<file path="src/rtl/barrett_operand_multiplier_pkg.sv">
// ============================================================================
// Module      : barrett_operand_multiplier_pkg
// Description : Shared constants and types for the coefficient datapath.
//               The multiplier and the downstream Barrett reduction stage
//               both use these. The coefficient type is K bits wide and the
//               product type is 2K bits wide.
// Revision    : 1.0 - initial release
// ============================================================================
`default_nettype none

package barrett_operand_multiplier_pkg;

    localparam int unsigned Q_DEFAULT     = 65537;
    localparam int unsigned K_DEFAULT     = $clog2(Q_DEFAULT);
    localparam int unsigned SPLIT_DEFAULT = K_DEFAULT / 2;
    localparam int unsigned PROD_W        = 2 * K_DEFAULT;

    typedef logic [K_DEFAULT-1:0] coeff_t;
    typedef logic [PROD_W-1:0]    prod_t;

endpackage : barrett_operand_multiplier_pkg

`default_nettype wire

</file>
<file path="src/rtl/barrett_operand_multiplier_mult_partial_product.sv">
// ============================================================================
// Module      : mult_partial_product
// Description : Purely combinational unsigned multiplier. It forms the
//               product of a full-width operand and one slice of the other
//               operand. The top module uses two instances, one for each
//               half of b.
// Ports       : a [A_W] - full operand
//               b [B_W] - operand slice
//               p [A_W+B_W] - exact product a*b
// Revision    : 1.0 - initial release
// ============================================================================
`default_nettype none

module mult_partial_product
    import barrett_operand_multiplier_pkg::*;
#(
    parameter int unsigned A_W = K_DEFAULT,
    parameter int unsigned B_W = SPLIT_DEFAULT
) (
    input  logic [A_W-1:0]     a,
    input  logic [B_W-1:0]     b,
    output logic [A_W+B_W-1:0] p
);

    // Both operands are widened to the result width first, so the
    // multiplication is exact and never truncates.
    assign p = (A_W+B_W)'(a) * (A_W+B_W)'(b);

endmodule : mult_partial_product

`default_nettype wire

</file>
<file path="src/rtl/barrett_operand_multiplier.sv">
// ============================================================================
// Module      : barrett_operand_multiplier
// Description : 3-stage pipelined K x K coefficient multiplier with a
//               valid/ready handshake. It feeds the 2K-bit product to the
//               Barrett reduction stage. Operand b is split into low and
//               high halves, and the two partial products are summed in
//               stage 2. One global enable freezes the whole pipeline
//               while the output is held.
// Ports       : clk, rst_n (async, active low), flush (sync valid clear)
//               in_valid/in_ready, a, b  - operand pair handshake
//               out_valid/out_ready, x   - product handshake
//               occupancy                - number of valid stages (0..3)
//               range_err                - sticky operand >= Q flag
// Config      : OPERAND_CHECK_EN - when defined, adds the range comparators
//               and the sticky range_err flag. When it is not defined,
//               range_err is tied to 0.
// Revision    : 1.0 - initial release
// ============================================================================
`default_nettype none

module barrett_operand_multiplier
    import barrett_operand_multiplier_pkg::*;
#(
    parameter int unsigned Q     = Q_DEFAULT,
    parameter int unsigned K     = $clog2(Q),
    parameter int unsigned SPLIT = K / 2
) (
    input  logic           clk,
    input  logic           rst_n,
    input  logic           flush,
    input  logic           in_valid,
    output logic           in_ready,
    input  logic [K-1:0]   a,
    input  logic [K-1:0]   b,
    output logic           out_valid,
    input  logic           out_ready,
    output logic [2*K-1:0] x,
    output logic [1:0]     occupancy,
    output logic           range_err
);

    localparam int unsigned c_hi_w = K - SPLIT;
    localparam int unsigned c_pw   = 2 * K;

    // These checks run at elaboration. They reject a Q that does not fit in
    // K bits and a split that leaves one half empty.
    if (64'(Q) > (64'd1 << K)) begin : g_bad_q
        $error("barrett_operand_multiplier: Q does not fit in K bits");
    end
    if ((SPLIT == 0) || (SPLIT >= K)) begin : g_bad_split
        $error("barrett_operand_multiplier: SPLIT must be in [1, K-1]");
    end

    logic                  w_en;
    logic                  r_v1;
    logic                  r_v2;
    logic                  r_out_valid;
    logic [K+SPLIT-1:0]    w_p_lo;
    logic [K+c_hi_w-1:0]   w_p_hi;
    logic [K+SPLIT-1:0]    r_p_lo;
    logic [K+c_hi_w-1:0]   r_p_hi;
    logic [c_pw-1:0]       w_sum;
    logic [c_pw-1:0]       r_sum;
    logic [c_pw-1:0]       r_x;

    // The pipeline moves only when the output register is empty or is
    // draining this cycle. Bubbles are not squeezed out.
    assign w_en     = !r_out_valid || out_ready;
    assign in_ready = w_en;

    mult_partial_product #(
        .A_W (K),
        .B_W (SPLIT)
    ) u_pp_lo (
        .a (a),
        .b (b[SPLIT-1:0]),
        .p (w_p_lo)
    );

    mult_partial_product #(
        .A_W (K),
        .B_W (c_hi_w)
    ) u_pp_hi (
        .a (a),
        .b (b[K-1:SPLIT]),
        .p (w_p_hi)
    );

    // The high partial product has weight 2^SPLIT. Its shifted value stays
    // below 2^(2K), so the sum is exact in c_pw bits.
    assign w_sum = c_pw'(r_p_lo) + (c_pw'(r_p_hi) << SPLIT);

    // Valid chain. Flush clears it even while the pipeline is stalled, and
    // it overrides an input arriving in the same cycle.
    always_ff @(posedge clk or negedge rst_n) begin
        if (!rst_n) begin
            r_v1        <= 1'b0;
            r_v2        <= 1'b0;
            r_out_valid <= 1'b0;
        end else if (flush) begin
            r_v1        <= 1'b0;
            r_v2        <= 1'b0;
            r_out_valid <= 1'b0;
        end else if (w_en) begin
            r_v1        <= in_valid;
            r_v2        <= r_v1;
            r_out_valid <= r_v2;
        end
    end

    // Data registers follow the enable alone. Flush does not touch them.
    always_ff @(posedge clk or negedge rst_n) begin
        if (!rst_n) begin
            r_p_lo <= '0;
            r_p_hi <= '0;
            r_sum  <= '0;
            r_x    <= '0;
        end else if (w_en) begin
            r_p_lo <= w_p_lo;
            r_p_hi <= w_p_hi;
            r_sum  <= w_sum;
            r_x    <= r_sum;
        end
    end

    assign out_valid = r_out_valid;
    assign x         = r_x;
    assign occupancy = {1'b0, r_v1} + {1'b0, r_v2} + {1'b0, r_out_valid};

`ifdef OPERAND_CHECK_EN
    // Widened by one bit so Q can be compared even when it equals 2^K.
    localparam logic [K:0] c_q = (K+1)'(Q);

    logic w_out_of_range;
    logic r_range_err;

    assign w_out_of_range = ({1'b0, a} >= c_q) || ({1'b0, b} >= c_q);

    always_ff @(posedge clk or negedge rst_n) begin
        if (!rst_n) begin
            r_range_err <= 1'b0;
        end else if (flush) begin
            r_range_err <= 1'b0;
        end else if (in_valid && w_en && w_out_of_range) begin
            r_range_err <= 1'b1;
        end
    end

    assign range_err = r_range_err;
`else
    assign range_err = 1'b0;
`endif

endmodule : barrett_operand_multiplier

`default_nettype wire

</file>
<file path="config.mk">
export PLATFORM = sky130hd
export DESIGN_NAME = barrett_operand_multiplier
export DESIGN_NICKNAME = d
export VERILOG_FILES = /design/src/rtl/barrett_operand_multiplier_pkg.sv /design/src/rtl/barrett_operand_multiplier_mult_partial_product.sv /design/src/rtl/barrett_operand_multiplier.sv
export SDC_FILE = /design/constraint.sdc
export NUM_CORES = 1
export LEC_CHECK = 0
export CAP_MARGIN = 0
export CORE_AREA = 10 10 174 176
export DETAILED_ROUTE_END_ITERATION = 7
export DIE_AREA = 0 0 184 186
export PLACE_DENSITY = 0.73
export SLEW_MARGIN = 20
export SYNTH_ARGS = -nofsm -noshare
export SYNTH_HDL_FRONTEND = slang
export SYNTH_SLANG_ARGS = --single-unit
</file>
<file path="constraint.sdc">
create_clock -name clk -period 2.68 [get_ports clk]
set_clock_uncertainty 0.2 [all_clocks]
set_input_delay 0.402 -clock clk [delete_from_list [all_inputs] [get_ports clk]]
set_output_delay 0.402 -clock clk [all_outputs]
set_load 0.02 [all_outputs]
</file>
==> impl_metrics.env, run 1 <==
export IMPL_grt_overflow_total=0
export IMPL_path_class="in -> reg"
export IMPL_dp_hpwl_mm=27.2
export IMPL_num_antenna_cells=0
export IMPL_hold_class="reg -> reg"
export IMPL_synth_most_common_cell="nand2_1"
export IMPL_vias=12600
export IMPL_async_reset_ff_frac=1.00
export IMPL_cts_tree="yes"
export IMPL_synthAdderAreaFrac=0.367
export IMPL_reg2reg_slack_ns=0.08
export IMPL_grt_pass1_wl_mm=66.9
export IMPL_synth_mux_area_frac=0
export IMPL_grt_max_degree=111
export IMPL_syn_cell_area_um2=14500
export IMPL_violations="setup timing"
export IMPL_cts_root_buf="clkbuf_16"
export IMPL_yosysTopAreaCell="fa_1"
export IMPL_vias_per_cell=5.45
export IMPL_drive_gt1_frac=0.309
export IMPL_nets=2312
export IMPL_leakage_nw=9.92
export IMPL_initial_core_util=0.541
export IMPL_seq_area_frac_synth=0.211
export IMPL_drv_slew=0
export IMPL_status="finished with violations"
export IMPL_synth_edf_count=0
export IMPL_slew_limit_headroom=0.606
export IMPL_synth_nets=2005
export IMPL_row_count=60
export IMPL_dieArea_um2=34200
export IMPL_core_area_um2=26700
export IMPL_yosysTopAreaCellShare=0.274
export IMPL_synth_top_cells_by_count="nand2_1, inv_1, fa_1, and2_1, dfrtp_1"
export IMPL_first_iter_violations=831
export IMPL_synth_seq_cells=122
export IMPL_fin_crit_sh=1.77
export IMPL_ys_types=58
export IMPL_max_freq_ghz=0.210
export IMPL_place_congestion=0.885
export IMPL_cp_end_kind="flop"
export IMPL_synth_xor_area_frac=0.0345
export IMPL_portBuffers=76
export IMPL_finalPower_mw=24.9
export IMPL_fill_cells=1685
export IMPL_drv_cap=0
export IMPL_first_pass_iters=5
export IMPL_worst_slew_pin_slew_ns=0.591
export IMPL_synthSimpleGateAreaFrac=0.204
export IMPL_post_dp_cell_area_um2=17500
export IMPL_vdd_drop_max_v=0.000779
export IMPL_die_w_um=184
export IMPL_ant_nets=0
export IMPL_clk_pin_slew_worst_paths_ns=0.06
export IMPL_synth_top_family_by_area="adder cells"
export IMPL_wl_per_cell_um=18.6
export IMPL_synth_cells=1660
export IMPL_cp_common_cell="fa_1"
export IMPL_synth_warnings=0
export IMPL_ys_flop_type="dfrtp_1"
export IMPL_synth_area_per_cell_um2=8.71
export IMPL_critPathMaxStageDelay_ns=0.55
export IMPL_cts_buffer_depth=2
export IMPL_synth_compound_area_frac=0.0986
export IMPL_cts_htree_levels=4
export IMPL_boundaryPins=78
export IMPL_period_needed_ns=4.75
export IMPL_cp_max_fo=5
export IMPL_routed_wl_mm=43.2
export IMPL_final_area_um2=20200
export IMPL_drc_errors=0
export IMPL_p_per_area_nw_per_um2=1230
export IMPL_clock_latency_ns=0.42
export IMPL_setup_worst_path_start_class="input port"
export IMPL_worstPathCellList="buf_8, buf_8, nand2_4, fa_1, fa_1, inv_1, fa_1, inv_1, fa_1, inv_2, ha_4, o21a_1, o31a_1, o2111ai_4, a311oi_2, buf_4, o21ai_2, a31oi_1, xnor2_1, a21oi_1"
export IMPL_rsz0062_at_grt="true"
export IMPL_cts_buffers=17
export IMPL_hold_viol_final=0
export IMPL_grt_pass1_vias=13500
export IMPL_arrival_ns=4.84
export IMPL_ys_top_cells_by_area="fa_1, dfrtp_1, ha_1, and2_1, nand2_1"
export IMPL_area_growth_pct=39.7
export IMPL_cts_sink_count=122
export IMPL_cp_required_ns=2.77
export IMPL_critPathSlowestCell="fa_1"
export IMPL_setup_viol=43
export IMPL_antenna_found_initial=0
export IMPL_die_y_um=186
export IMPL_layout_setup_ws_ns=-2.07
export IMPL_track_usage=0.242
area by class of cell:
| class | count | area [µm²] | share of cell area |
|---|---|---|---|
| tap | 341 | 427 | 0.0211 |
| inverter | 253 | 955 | 0.0472 |
| sequential | 122 | 3050 | 0.151 |
| timing repair buffer | 358 | 3620 | 0.179 |
| multi-input combinational | 1215 | 11600 | 0.573 |
| clock buffer | 17 | 425 | 0.0210 |
| clock inverter | 14 | 149 | 0.00737 |
cells by family after synthesis:
family	count (synthesis)
simple gates	621
buf+inv	323
fa+ha+maj	306
compound gates	230
flops	122
xor+xnor	57
other cells	1
registers in the layout (all words and copies together), names as in the netlist:
name and cells:
x 34, out_valid 1, r_v2 1, r_p_lo 25, r_sum 34, r_v1 1
r_p_hi 26
critical path: cells and delay by family:
kind / cells / cell delay (ns)
fa+ha+maj: 5 / 2.39
compound gates: 7 / 1.25
buf+inv: 6 / 0.57
xor+xnor: 1 / 0.17
simple gates: 1 / 0.05
placed cells by master, fill, tap and decap left out, types with 7 or more instances in the layout:
cell,count
buf_4,197
a21o_1,26
nand2_2,16
fa_1,177
a21oi_1,60
inv_2,34
buf_8,10
xnor2_2,9
clkbuf_16,17
xor2_1,32
buf_2,12
dfrtp_1,122
clkdlybuf4s50_1,41
nand2_1,275
ha_4,31
o21ai_2,15
nand2_4,16
ha_1,75
buf_16,9
and2_4,32
o21ai_0,20
a21oi_2,29
nor2b_1,9
nand3_1,7
xnor2_1,11
nor2_1,62
inv_1,217
o21ai_1,15
fa_2,21
and2_1,161
buf_12,27
buf_6,54
path summary, 6_finish.rpt:
kind,startpoint,end,cells past startpoint
worst max-delay path,b[7],r_p_lo[23],20
worst min-delay path,x[10],x[10],2
worst max register to register,r_p_lo[17],r_sum[28],9
worst min register to register,x[10],x[10],2
max in group asynchronous,rst_n,r_p_lo[8],3
min in group asynchronous,rst_n,x[3],2
metrics by stage:
step           setup slack [ns]  instances  TNS [ns]  utilization  hold slack, ns
5_1_grt                   -2.21       2320    -70.38        0.756           0.282
2_1_floorplan             -1.98       1660    -58.52            -         -0.0936
3_5_place_dp              -2.73       2197    -97.71        0.653           0.232
3_3_place_gp              -2.68       2197    -95.53        0.653           0.228
4_1_cts                   -1.85       2305    -59.37        0.733           0.264
6_report                  -2.07       2320    -65.55        0.756           0.261
report_power, final:
group          switching [mW]  internal, mW  leakage, nW  total, mW
clock                   0.878          1.37        0.283       2.25
sequential              0.545          2.81         1.45       3.35
combinational            9.74          9.56         8.19       19.3
layer usage:
layer | up-vias | routed length (µm) | GRT usage
li1 | 5780 | - | -
met1 | 6216 | 17100 | 0.299
met2 | 476 | 21200 | 0.415
met3 | 171 | 2670 | 0.0351
met4 | 0 | 2270 | 0.105
met5 | - | 0 | 0
timing repair:
action,CTS,global route
endpoints found under the hold margin,41,0
gates cloned,17,0
setup buffers,62,24
hold buffers,1,0
gates resized for setup,355,133
pin swaps,164,119
setup endpoints to repair,47,55
(Power assumes the default switching activity.)
==> inputs of run 2 (changes only) <==
- CORE_AREA: 10 10 174 176 -> 10 10 202 204
- DIE_AREA: 0 0 184 186 -> 0 0 212 214
- PLACE_DENSITY: 0.73 -> default
==> impl_metrics.env, run 2 (synthesis results as in run 1) <==
export IMPL_crit_path_start="b[3]"
export IMPL_period_needed_ns=4.57
export IMPL_final_area_um2=21300
export IMPL_arrival_ns=4.65
export IMPL_layout_cells_non_filler=2504
export IMPL_nets=2362
export IMPL_final_common_cell="nand2_1"
export IMPL_cts_sink_count=122
export IMPL_grt_pass1_vias=13000
export IMPL_clock_latency_ns=0.42
export IMPL_track_usage=0.186
export IMPL_p_per_area_nw_per_um2=1210
export IMPL_dp_hpwl_mm=28.2
export IMPL_initial_core_util=0.391
export IMPL_routed_wl_mm=42.6
export IMPL_first_pass_iters=5
export IMPL_leakage_nw=10.3
export IMPL_cts_buffers=17
export IMPL_slew_limit_headroom=0.558
export IMPL_die_w_um=212
export IMPL_whs_ns=0.263
export IMPL_grt_max_degree=111
export IMPL_post_dp_cell_area_um2=17700
export IMPL_vias_per_cell=4.91
export IMPL_antenna_found_initial=0
export IMPL_cp_max_fo=4
export IMPL_path_class="in -> reg"
export IMPL_die_y_um=214
export IMPL_first_iter_violations=628
export IMPL_place_congestion=0.824
export IMPL_max_freq_ghz=0.219
export IMPL_drv_slew=0
export IMPL_cp_end_kind="flop"
export IMPL_final_core_util=0.575
export IMPL_wl_per_cell_um=17.0
export IMPL_crit_end="r_p_lo[21]"
export IMPL_ant_nets=0
export IMPL_cts_root_buf="clkbuf_16"
export IMPL_grt_pass1_wl_mm=68.5
export IMPL_hold_class="reg -> reg"
export IMPL_status="finished with violations"
export IMPL_boundaryPins=78
export IMPL_layout_setup_ws_ns=-1.89
export IMPL_cp_required_ns=2.76
export IMPL_drc_errors=0
export IMPL_setup_viol=42
export IMPL_final_cell_mix="nand2_1, buf_4, inv_1, fa_1, and2_1"
export IMPL_violations="setup timing"
export IMPL_num_antenna_cells=0
export IMPL_drv_cap=0
export IMPL_worst_slew_pin_slew_ns=0.663
export IMPL_area_growth_pct=47.2
export IMPL_cts_buffer_depth=2
export IMPL_r2r_cells=9
export IMPL_portBuffers=76
export IMPL_core_area_um2=37000
export IMPL_hold_viol_final=0
export IMPL_clk_pin_slew_worst_paths_ns=0.06
export IMPL_cts_tree="yes"
export IMPL_setup_worst_path_start_class="input port"
export IMPL_vdd_drop_max_v=0.000755
export IMPL_vias=12300
export IMPL_reg2reg_slack_ns=0.09
export IMPL_crit_reg2reg_launch="r_p_lo[12]"
export IMPL_rsz0062_at_grt="true"
export IMPL_dieArea_um2=45400
export IMPL_dp_cells=2336
export IMPL_r2r_end="r_sum[33]"
export IMPL_finalPower_mw=25.7
export IMPL_fill_cells=3103
export IMPL_fin_crit_sh=1.71
export IMPL_drive_gt1_frac=0.353
export IMPL_grt_overflow_total=0
export IMPL_row_count=71
export IMPL_pre_cts_slack_ns=-2.71
export IMPL_setup_tns_ns=-59.91
export IMPL_cts_htree_levels=4
-- run 2: changes by cell type in the layout (fill, tap and decap cells not counted), moves of 7 or more --
cell / previous run / this run
buf_6: 54 / 79
and2_1: 161 / 142
and2_4: 32 / 51
buf_4: 197 / 211
inv_1: 217 / 203
inv_2: 34 / 46
nand2_1: 275 / 263
nand2_2: 16 / 28
a21oi_2: 29 / 19
buf_12: 27 / 37
buf_2: 12 / 5
-- run 2: metal layers --
layer / global-route usage / wire [µm] / part of all wire / vias up
met3: 0.0276 / 1730 / 0.041 / 86
met4: 0.0532 / 1390 / 0.033 / 0
met1: 0.238 / 18200 / 0.43 / 6039
met2: 0.320 / 21300 / 0.50 / 286
met5: 0 / 0 / 0 / -
li1: - / - / - / 5873
-- run 2: cell type report --
type	count	area (µm²)	share of cell area
clock buffers	19	443	0.0208
clock inverters	13	145	0.00681
multi-input cells	1215	11800	0.554
repair buffers	408	4290	0.202
well taps	474	593	0.0278
flip-flops and latches	122	3050	0.143
inverters	253	962	0.0452
-- run 2: worst max-delay path, cell delays in order --
cell	delay, ns
buf_8	0.10
buf_6	0.12
buf_6	0.11
and2_4	0.15
fa_1	0.50
fa_1	0.43
fa_1	0.49
inv_1	0.05
fa_1	0.49
inv_2	0.05
ha_4	0.26
a21o_1	0.13
a21oi_2	0.08
nand3b_1	0.27
a311oi_4	0.44
nor2_2	0.11
o21ai_2	0.13
xnor2_1	0.13
buf_4	0.16
o21ai_2	0.05
-- run 2: worst min path at each step --
stage	startpoint	endpoint	slack (ns)	cells after the start
2_1_floorplan	rst_n	out_valid	-0.09	0
4_1_cts	r_sum[3]	r_sum[3]	0.27	2
3_5_place_dp	rst_n	x[27]	0.26	1
6_report	x[33]	x[33]	0.26	2
5_1_grt	r_p_lo[3]	r_p_lo[3]	0.29	2
3_3_place_gp	x[3]	x[3]	0.25	2
-- run 2: repair_timing --
item / CTS / global route
pin swaps: 158 / 171
hold buffers: 1 / 0
endpoints found under the setup margin: 53 / 52
hold endpoints to repair: 42 / 0
setup buffers: 72 / 50
gates resized for setup: 375 / 243
cloned: 21 / 0
-- run 2: report_power, final --
part | switching, mW | internal [mW] | total, mW
Combinational | 9.97 | 10.2 | 20.1
Sequential | 0.540 | 2.81 | 3.35
Clock | 0.865 | 1.40 | 2.26
Total | 11.4 | 14.4 | 25.7
==> inputs of run 3 (changes only) <==
- SETUP_SLACK_MARGIN: default -> 0.1
==> impl_metrics.env, run 3 (synthesis results as in run 1) <==
export IMPL_period_needed_ns=4.56
export IMPL_cts_root_buf="clkbuf_16"
export IMPL_vias_per_cell=4.90
export IMPL_layout_setup_ws_ns=-1.88
export IMPL_first_pass_iters=5
export IMPL_ant_nets=0
export IMPL_drc_errors=0
export IMPL_die_y_um=214
export IMPL_p_per_area_nw_per_um2=1210
export IMPL_cts_buffer_depth=2
export IMPL_grt_pass1_wl_mm=68.6
export IMPL_initial_core_util=0.391
export IMPL_path_buf_inv=6
export IMPL_row_count=71
export IMPL_routed_wl_mm=42.5
export IMPL_layout_cells_non_filler=2502
export IMPL_clockPowerShare=0.088
export IMPL_dp_hpwl_mm=28.2
export IMPL_worst_slew_pin_slew_ns=0.649
export IMPL_vdd_drop_max_v=0.000741
export IMPL_grt_overflow_total=0
export IMPL_setup_tns_ns=-60.32
export IMPL_dp_cells=2336
export IMPL_cpLargestDelayFamily="adder cells"
export IMPL_cts_sink_count=122
export IMPL_die_w_um=212
export IMPL_vias=12200
export IMPL_first_iter_violations=707
export IMPL_crit_path_start="b[3]"
export IMPL_core_area_um2=37000
export IMPL_cp_max_fo=4
export IMPL_setup_worst_path_start_class="input port"
export IMPL_cts_htree_levels=4
export IMPL_hold_viol_final=0
export IMPL_worstPathCellList="buf_8, buf_6, buf_6, and2_4, fa_1, fa_1, fa_1, inv_1, fa_1, inv_2, ha_4, a21o_1, a21oi_2, nand3b_1, a311oi_4, nor2_2, o21ai_2, xnor2_1, buf_4, o21ai_2"
export IMPL_violations="setup timing"
export IMPL_cp_required_ns=2.76
export IMPL_max_freq_ghz=0.219
export IMPL_status="finished with violations"
export IMPL_portBuffers=76
export IMPL_grt_pass1_vias=13000
export IMPL_p_int_mw=14.4
export IMPL_critPathMaxStageDelay_ns=0.50
export IMPL_critPathSlowestCell="fa_1"
export IMPL_leakage_nw=10.4
export IMPL_cp_end_kind="flop"
export IMPL_area_growth_pct=47.2
export IMPL_boundaryPins=78
export IMPL_clock_latency_ns=0.42
export IMPL_crit_reg2reg_launch="r_p_lo[17]"
export IMPL_track_usage=0.187
export IMPL_final_cell_mix="nand2_1, buf_4, inv_1, fa_1, and2_1"
export IMPL_wl_per_cell_um=17.0
export IMPL_final_core_util=0.575
export IMPL_cts_tree="yes"
export IMPL_arrival_ns=4.65
export IMPL_grt_max_degree=111
export IMPL_nets=2360
export IMPL_fin_crit_sh=1.70
export IMPL_setup_viol=42
export IMPL_clk_pin_slew_worst_paths_ns=0.05
export IMPL_hold_start="x[29]"
export IMPL_p_sw_frac=0.442
export IMPL_post_dp_cell_area_um2=17700
export IMPL_final_area_um2=21300
export IMPL_drv_cap=0
export IMPL_hold_class="reg -> reg"
export IMPL_cp_common_cell="fa_1"
export IMPL_slew_limit_headroom=0.568
export IMPL_combPwrFrac=0.782
export IMPL_antenna_found_initial=0
export IMPL_place_congestion=0.824
export IMPL_p_switching_mw=11.4
export IMPL_cts_buffers=17
export IMPL_power_frac_seq=0.130
export IMPL_num_antenna_cells=0
export IMPL_dieArea_um2=45400
export IMPL_final_common_cell="nand2_1"
export IMPL_drive_gt1_frac=0.352
export IMPL_rsz0062_at_grt="true"
export IMPL_drv_slew=0
export IMPL_path_class="in -> reg"
[run 3: cell count changes in the layout (fill, tap and decap cells not counted), moves of 3 or more]
| cell | change |
|---|---|
| buf_4 | +3 |
| fa_2 | -3 |
| nand2_2 | -3 |
| fa_1 | +3 |
| buf_6 | -4 |
| inv_2 | -6 |
| inv_1 | +6 |
[run 3: cell type report]
cell class                 count  area (µm²)
fill                        3110       15800
inverter                     253         962
timing repair buffer         406        4240
clock buffer                  19         443
multi-input combinational   1215       11900
tap                          474         593
clock inverter                13         145
sequential                   122        3050
[run 3: power groups by stage]
stage / logic (mW) / registers [mW] / clock network [mW]
after floorplan: 9.68 / 3.51 / 0
after global placement: 15.0 / 3.35 / 0
after detailed placement: 15.2 / 3.38 / 0
after CTS: 17.9 / 3.35 / 2.32
after global routing: 22.1 / 3.48 / 2.38
final: 20.2 / 3.35 / 2.26
[run 3: stage by stage]
step / hold slack (ns) / setup slack, ns / total power, mW
6_report: 0.263 / -1.88 / 25.8
5_1_grt: 0.288 / -2.01 / 27.9
4_1_cts: 0.269 / -1.85 / 23.6
3_5_place_dp: 0.255 / -2.71 / 18.6
3_3_place_gp: 0.249 / -2.71 / 18.3
2_1_floorplan: -0.0936 / -1.98 / 13.2
[run 3: what timing repair did]
item,4_1_cts,5_1_grt
endpoints found under the hold margin,42,0
pin swaps,162,175
setup endpoints to repair,58,57
setup buffers,72,47
cloned,21,0
hold buffers,1,0
resized for setup,380,234
[run 3: per-layer routing]
layer | GRT usage | vias up | part of all wire
li1 | - | 5874 | -
met1 | 0.238 | 6002 | 0.42
met2 | 0.320 | 296 | 0.51
met3 | 0.0276 | 76 | 0.045
met4 | 0.0532 | 0 | 0.025
met5 | 0 | - | 0
[run 3: final timing paths]
| path | cells after the start | slack (ns) | end |
|---|---|---|---|
| worst max-delay path | 20 | -1.88 | r_p_lo[21] |
| worst min-delay path | 2 | 0.26 | x[29] |
| worst max register to register | 10 | 0.10 | r_sum[32] |
| worst min register to register | 2 | 0.26 | x[29] |
| max in group asynchronous | 3 | 1.28 | r_sum[22] |
| min in group asynchronous | 2 | 0.35 | x[27] |
[run 3: worst register-to-register path: stages (launching register included)]
cell and delay (ns):
dfrtp_2 0.45, ha_1 0.33, a21o_1 0.18, a21o_1 0.18, a21oi_2 0.15, o21ai_1 0.12, and2_4 0.19, o311ai_2 0.27
xor2_1 0.19, buf_4 0.16, o21ai_2 0.05
